<file path="src/rtl/serial_subtractor_ctrl_pkg.sv">
// ---------------------------------------------------------------------------
// serial_subtractor_ctrl_pkg
//   Shared definitions for the bit-serial subtractor controller.
//   - state_t     : FSM state encoding (IDLE/RUN/DONE; the unused code 2'd3
//                   is treated as illegal and steered back to IDLE)
//   - MAX_WIDTH   : largest supported operand width
//   - countWidth  : width of the bit counter for a given operand width
// ---------------------------------------------------------------------------
package serial_subtractor_ctrl_pkg;

  typedef enum logic [1:0] {
    S_IDLE = 2'd0,
    S_RUN  = 2'd1,
    S_DONE = 2'd2
  } state_t;

  localparam int MAX_WIDTH = 32;

  // Enough bits to hold 0..width, so the counter can never wrap while running.
  function automatic int countWidth(input int width);
    return $clog2(width + 1);
  endfunction

endpackage

</file>
<file path="src/rtl/serial_subtractor_ctrl_cell.sv">
// ---------------------------------------------------------------------------
// serial_sub_cell
//   Combinational 1-bit full subtractor: computes a - b - bin.
//   Ports:
//     i_a     in   1   minuend bit
//     i_b     in   1   subtrahend bit
//     i_bin   in   1   borrow in from the less significant bit
//     o_d     out  1   difference bit
//     o_bout  out  1   borrow out toward the more significant bit
// ---------------------------------------------------------------------------
module serial_sub_cell (
  input  logic i_a,
  input  logic i_b,
  input  logic i_bin,
  output logic o_d,
  output logic o_bout
);

  logic w_axb;

  // A borrow is generated when a=0,b=1 and propagated when a==b.
  always_comb begin
    w_axb  = i_a ^ i_b;
    o_d    = w_axb ^ i_bin;
    o_bout = (~i_a & i_b) | (~w_axb & i_bin);
  end

endmodule

</file>
<file path="src/rtl/serial_subtractor_ctrl.sv">
// ---------------------------------------------------------------------------
// serial_subtractor_ctrl
//   Bit-serial WIDTH-bit subtractor. One full-subtract cell is stepped
//   LSB-first over WIDTH clock cycles to form a_in - b_in, with a
//   start/done handshake toward the host.
//   Parameters:
//     WIDTH        operand/result width, 1..32
//   Ports:
//     clk          in   1      rising-edge clock
//     rst          in   1      synchronous active-high reset
//     start        in   1      request, accepted only while ready=1
//     a_in         in   WIDTH  minuend, sampled on the accepting edge
//     b_in         in   WIDTH  subtrahend, sampled on the accepting edge
//     ready        out  1      high in IDLE
//     busy         out  1      high in RUN and DONE
//     done         out  1      one-cycle pulse, result valid
//     diff_out     out  WIDTH  (a_in - b_in) mod 2^WIDTH, held until the next result
//     borrow_out   out  1      final borrow (a_in < b_in unsigned), held like diff_out
// ---------------------------------------------------------------------------
module serial_subtractor_ctrl
  import serial_subtractor_ctrl_pkg::*;
#(
  parameter int WIDTH = 8
) (
  input  logic             clk,
  input  logic             rst,
  input  logic             start,
  input  logic [WIDTH-1:0] a_in,
  input  logic [WIDTH-1:0] b_in,
  output logic             ready,
  output logic             busy,
  output logic             done,
  output logic [WIDTH-1:0] diff_out,
  output logic             borrow_out
);

  localparam int CW = countWidth(WIDTH);

  state_t           r_state;
  state_t           w_stateNext;
  logic [WIDTH-1:0] r_aSh;
  logic [WIDTH-1:0] r_bSh;
  logic [WIDTH-1:0] r_res;
  logic [WIDTH-1:0] r_diff;
  logic             r_bor;
  logic             r_borrowOut;
  logic [CW-1:0]    r_count;

  logic             w_d;
  logic             w_bout;
  logic             w_lastBit;
  logic [WIDTH-1:0] w_resNext;

  serial_sub_cell u_cell (
    .i_a    (r_aSh[0]),
    .i_b    (r_bSh[0]),
    .i_bin  (r_bor),
    .o_d    (w_d),
    .o_bout (w_bout)
  );

  // The new difference bit enters at the MSB end while older bits move
  // toward the LSB; written as shifts so it also holds for WIDTH=1.
  always_comb begin
    w_lastBit = (r_count == CW'(WIDTH - 1));
    w_resNext = (r_res >> 1) | (WIDTH'(w_d) << (WIDTH - 1));
  end

  // State register.
  always_ff @(posedge clk) begin
    if (rst) begin
      r_state <= S_IDLE;
    end else begin
      r_state <= w_stateNext;
    end
  end

  // Next-state and status decode; handshake outputs come purely from state.
  always_comb begin
    w_stateNext = r_state;
    ready       = 1'b0;
    busy        = 1'b0;
    done        = 1'b0;
    case (r_state)
      S_IDLE: begin
        ready = 1'b1;
        if (start) begin
          w_stateNext = S_RUN;
        end
      end
      S_RUN: begin
        busy = 1'b1;
        if (w_lastBit) begin
          w_stateNext = S_DONE;
        end
      end
      S_DONE: begin
        busy        = 1'b1;
        done        = 1'b1;
        w_stateNext = S_IDLE;
      end
      default: begin
        w_stateNext = S_IDLE;
      end
    endcase
  end

  // Datapath: operand load on acceptance, one bit per RUN cycle, and the
  // result registers updated only on the final RUN edge so they stay stable
  // across idle time and ignored starts.
  always_ff @(posedge clk) begin
    if (rst) begin
      r_aSh       <= '0;
      r_bSh       <= '0;
      r_res       <= '0;
      r_diff      <= '0;
      r_bor       <= 1'b0;
      r_borrowOut <= 1'b0;
      r_count     <= '0;
    end else begin
      case (r_state)
        S_IDLE: begin
          if (start) begin
            r_aSh   <= a_in;
            r_bSh   <= b_in;
            r_bor   <= 1'b0;
            r_count <= '0;
          end
        end
        S_RUN: begin
          r_aSh   <= r_aSh >> 1;
          r_bSh   <= r_bSh >> 1;
          r_res   <= w_resNext;
          r_bor   <= w_bout;
          r_count <= r_count + CW'(1);
          if (w_lastBit) begin
            r_diff      <= w_resNext;
            r_borrowOut <= w_bout;
          end
        end
        default: begin
        end
      endcase
    end
  end

  assign diff_out   = r_diff;
  assign borrow_out = r_borrowOut;

endmodule

</file>
<file path="config.mk">
export PLATFORM = sky130hd
export DESIGN_NAME = serial_subtractor_ctrl
export DESIGN_NICKNAME = d
export VERILOG_FILES = /design/src/rtl/serial_subtractor_ctrl_pkg.sv /design/src/rtl/serial_subtractor_ctrl_cell.sv /design/src/rtl/serial_subtractor_ctrl.sv
export SDC_FILE = /design/constraint.sdc
export NUM_CORES = 1
export LEC_CHECK = 0
export ABC_AREA = 1
export CELL_PAD_IN_SITES_DETAIL_PLACEMENT = 1
export CELL_PAD_IN_SITES_GLOBAL_PLACEMENT = 1
export CORE_MARGIN = 3
export CORE_UTILIZATION = 40
export CTS_CLUSTER_DIAMETER = 50
export CTS_CLUSTER_SIZE = 14
export DETAILED_ROUTE_END_ITERATION = 8
export GPL_ROUTABILITY_DRIVEN = 1
export PLACE_DENSITY_LB_ADDON = 0.25
export SYNTH_ARGS = -nofsm -noshare
export SYNTH_HDL_FRONTEND = slang
export SYNTH_SLANG_ARGS = --single-unit
</file>
<file path="constraint.sdc">
create_clock -name clk -period 3.8 [get_ports clk]
set_input_delay 0.57 -clock clk [delete_from_list [all_inputs] [get_ports clk]]
set_output_delay 0.57 -clock clk [all_outputs]
set_load 0.01 [all_outputs]
</file>
Word-level counts from Yosys, hierarchy flattened --
Index checks and enable logic that the tools add are counted.
Cells by class: $lt $le $gt $ge 0, reductions and logical operators 6, shift operators 0, multiplexer cells 14, divide/modulo/power cells 0, equality and inequality tests 5, add/subtract/negate cells 1, bitwise gates (word level) 8, $mul 0
Operators with widths (number):
- case mux 8 bit (2 select lines) | 2
- two-way mux 8 bit | 2
- OR 7 x 8 -> 8 bit | 1
- case mux 4 bit (2 select lines) | 1
- AND reduction 2 bit | 3
- adder 4 x 1 -> 4 bit, second input constant | 1
- == test 4 x 3 -> 1 bit, second input constant | 1
- two-way mux 1 bit | 4
- two-way mux 2 bit | 2
- two-way mux 4 bit | 1
- != test 2 bit, second input constant | 2
- case mux 2 bit (2 select lines) | 1
- AND 1 bit | 2
- == test 2 x 1 -> 1 bit, second input constant | 1
- == test 2 bit, second input constant | 1
- logical NOT 2 bit | 1
- inverter 1 bit | 2
- case mux 1 bit (2 select lines) | 1
- nonzero test 2 bit | 1
- OR reduction 2 bit | 1
- bitwise XOR 1 bit | 2
- OR 1 bit | 1
Storage, ports and cells: logic and storage cells 42, bits in registers 40, memory bits (writable) 0, memories kept 0, ROM bits 0, output and inout port bits 12, bits of input ports 19, latch bits 0

Logic depth before layout (Yosys ltp) --
word-level depth 5, depth in mapped cells 11, depth with buffers taken out 10

Cells and area by module --
From an unflattened synthesis, not the netlist that was laid out.
Unflattened totals: cells, all modules 242, area, all modules 1747.9 um^2
Modules (own cells, without submodules):
- serial_subtractor_ctrl | instances 1, area an instance 1716.6 um^2, sequential area each 780.7 um^2, cells an instance 238
- serial_sub_cell | instances 1, area an instance 31.3 um^2, sequential area each 0.0 um^2, cells an instance 4

Least setup slack after synthesis --
No wires, ideal clock.
path type register to register, start reg r_state[0], end reg r_count[0], clock period less this slack 1.305 ns, path slack 2.495 ns, cell stages (with the launch flop) 10, arrival time 1.189 ns, setup time 0.116 ns, buffers on the path 1, data required time 3.684 ns, cell sequence dfxtp_1 -> inv_1 -> ha_1 -> inv_1 -> nand2_4 -> nand2_4 -> inv_2 -> buf_6 -> o21ai_0 -> nor2_1
Between the ends: word-level cells in the longest chain between the ends 3, elaborated cells on any way between the ends 6, those cells by class eq/ne: 2; mux: 1; reduce/logical: 3
Ends and longest elaborated chain:
- start, declared | RTL line serial_subtractor_ctrl.sv:39 | state_t r_state;
- start signal, assigned | RTL line serial_subtractor_ctrl.sv:74 | r_state <= w_stateNext;
- == test 2 x 1 -> 1 bit or logical NOT 2 bit (tied branches) | RTL line serial_subtractor_ctrl.sv:121 | case (r_state)
- nonzero test 2 bit (no line) or != test 2 bit (tied branches)
- AND reduction 2 bit (no line)
- end signal, assigned | RTL line serial_subtractor_ctrl.sv:135 | r_count <= r_count + CW'(1);
- end, declared | RTL line serial_subtractor_ctrl.sv:47 | logic [CW-1:0] r_count;
Parallel ways exist; a longest one is shown, timed or not. A chain may end at the register's enable or synchronous reset.

Worst setup path after layout --
start reg r_state[0], end out busy
Between the ends: word-level cells in the longest chain between the ends 3, elaborated cells on any way between the ends 4, those cells by class eq/ne: 2; mux: 1; reduce/logical: 1
Ends and longest elaborated chain:
- == test 2 x 1 -> 1 bit or == test 2 bit (tied branches) | RTL line serial_subtractor_ctrl.sv:84 | case (r_state)
- OR reduction 2 bit (no line) (*)
- two-way mux 1 bit (*) | RTL line serial_subtractor_ctrl.sv:84
- end, declared | RTL line serial_subtractor_ctrl.sv:31 | output logic busy,
Mark *: on every way between the ends. The rest lies on a longest branch, timed or not.

==> metrics.csv <==
metric,value,unit
dpl_cell_area,2030,sq um
totalPowerFinal,0.937,mW
clk_pin_slew_worst_paths,80,ps
synth_largest_area_cell,dfxtp_1,
worst_setup_path_endpoint,busy,
drt_pass1_iterations,4,
worst_slew_pin_slew,578,ps
worst_setup_path_start_kind,register,
finalNetCount,292,
fin_hold_ws,468,ps
clock_sinks,39,
n_antenna_cell,0,
reg2reg_depth,8,
synth.avg_cell_area,7.21,sq um
gp_congestion,0.774,
overflow,0,
post-place-ws,1740,ps
syn_to_final_growth,21.9,%
ys_async_sr_fraction,0,
report.final.setup_viol,0,
critical_path_peak_fanout,3,
multi_input_comb_area,813,sq um
instances_no_fill,319,
postLayoutCellArea,2120,sq um
dp_hpwl,2.86,mm
yosysSeqAreaShare,0.449,
startpoint,r_state[0]$_SDFFE_PP0P_,
fp.dieArea,5170,sq um
hold_buffers,0,
detail_route.wl_per_cell,12.8,um
timing.critical_path.to_type,output port,
final_layout_size_suffix_gt1_frac,0.0743,
clock_path_buffers,2,
synth_edf_count,0,
cp.required,3230,ps
timing_hold_violations_final,0,
vdd_drop_max,223,uV
port_buffers,30,
ys_ff_latch,39,
setup_tns,0,ps
viasPerCell,4.85,
grt_start_max_net_pins,25,
crit_arrival,1530,ps
tritoncts.num_buffers,5,
max_fclk,476,MHz
hp-class,register to register,
setup.reg_to_reg.worst_slack,1730,ps
cts.root.buffer_cell,clkbuf_8,
number_of_antenna_violations_at_the_first_check_in_global_routing,0,
place.detailed.instances,311,
cts_max_level,2,
timing.final.max_slew_violations,0,
run_status,completed,
postSynth.topFlopCell,dfxtp_1,
n_fill_cell,552,
synth.net_count,265,
cellPowerDensity,442,nW/um^2
drc_errors,0,
vias_in_the_first_global_route,1615,
num_io_pins,31,
count_of_yosys_warnings_during_synthesis,0,
count_of_cell_types_in_the_netlist,21,
cellLeakagePower,0.866,nW
timing.slew.headroom,0.615,
grt_first_pass_wirelength,7.17,mm
routed-via-count,1546,
post_synth_inst_count,241,
synth.cells.most_frequent,"nand2_1 (85), dfxtp_1 (39), nor2_1 (31)",
cap_viol_max_count,0,
netlist_area,1740,sq um
antenna_left,0,
num_rows,23,
post-route-min-period,2100,ps
dieHeight,71.9,um
grt_usage,0.176,
fin_crit_sh,0.552,
count_of_cells_resized_by_post_cts_repair,0,
synth_area_leaders,"dfxtp_1 (45%), nand2_1 (18%), a21oi_1 (6.9%)",
drt_iter0_markers,75,
tritoncts,yes,
utilization_after_layout,0.518,
path_class,register to output port,
cts_post_setup_buffers_inserted,0,
totalWireLength,4.07,mm
die_width,71.9,um
worstReg2RegStart,r_state[1]$_SDFFE_PP0P_,
regArea,781,sq um
initial_core_util,0.425,
worst_skew_pair.late_latency,290,ps
critical_path.reg2reg.endpoint,r_count[0]$_SDFFE_PP0P_,
grt_setup_unrepaired,no,
synth.most_common_cell,nand2_1,
floorplan.core_area,4090,sq um
finalWorstSetupSlack,1700,ps
synthDominantCellAreaShare,0.449,
clock-skew-final,9.48,ps
[where the power goes]
group / internal, mW / leakage [nW] / switching, mW
Combinational: 0.0730 / 0.507 / 0.129
Sequential: 0.444 / 0.319 / 0.0198
Clock: 0.128 / 0.0412 / 0.144
Total: 0.645 / 0.866 / 0.292
[logic make-up (layout without fill, tap and decap cells)]
family,after synthesis,after routing,synth area share
flops,39,39,0.449
compound gates,42,42,0.125
buf+inv,27,55,0.0828
fa+ha+maj,5,5,0.0403
simple gates,128,128,0.303
[per-layer routing]
layer | vias to the layer above | wire, um | global-route usage
met3 | 6 | 126 | 0.0429
met5 | - | 0 | 0
met2 | 22 | 1900 | 0.293
li1 | 809 | - | -
met1 | 709 | 1990 | 0.221
met4 | 0 | 56 | 0.0647
[worst max-delay path, stage by stage (launching register included)]
cell,delay [ps]
dfxtp_1,360
inv_1,80
ha_1,280
clkdlybuf4s50_1,530
[flip-flops by register name, summed over array words and instances (netlist names)]
signal,flops
diff_out,8
r_count,4
r_bSh,8
r_state,2
r_bor,1
r_res,7
r_aSh,8
borrow_out,1
[worst min-delay path by stage]
| stage | from | end | depth (start not counted) |
|---|---|---|---|
| final | r_aSh[7]$_SDFFE_PP0P_ | r_aSh[7]$_SDFFE_PP0P_ | 2 |
| after global routing | diff_out[5]$_SDFFE_PP0P_ | diff_out[5]$_SDFFE_PP0P_ | 2 |
| after CTS | r_res[1]$_SDFFE_PP0P_ | diff_out[0]$_SDFFE_PP0P_ | 2 |
| after detailed placement | r_res[1]$_SDFFE_PP0P_ | diff_out[0]$_SDFFE_PP0P_ | 2 |
| after global placement | r_res[1]$_SDFFE_PP0P_ | r_res[1]$_SDFFE_PP0P_ | 2 |
| after floorplan | r_bor$_SDFFE_PP0P_ | r_bor$_SDFFE_PP0P_ | 2 |
[cells in the final DEF (no fill, tap or decap), types with 2 or more instances in the layout]
| cell type | Yosys | routed |
|---|---|---|
| ha_1 | 4 | 4 |
| dfxtp_1 | 39 | 39 |
| clkdlybuf4s50_1 | 0 | 30 |
| nor2_1 | 31 | 31 |
| nand2_4 | 2 | 2 |
| nand2_1 | 85 | 85 |
| nand3_1 | 7 | 7 |
| inv_2 | 4 | 4 |
| nand2_2 | 2 | 2 |
| a21oi_1 | 24 | 24 |
| buf_4 | 3 | 2 |
| o21ai_1 | 5 | 5 |
| o21ai_0 | 11 | 11 |
| inv_1 | 10 | 10 |
| clkbuf_8 | 0 | 5 |
[final cells by class]
type | count | area share
well taps | 50 | 0.0295
inverters | 15 | 0.0289
repair buffers | 32 | 0.149
clock inverters | 2 | 0.00591
flip-flops and latches | 39 | 0.369
clock buffers | 6 | 0.0343
multi-input cells | 175 | 0.384
(Power assumes the default switching activity.)
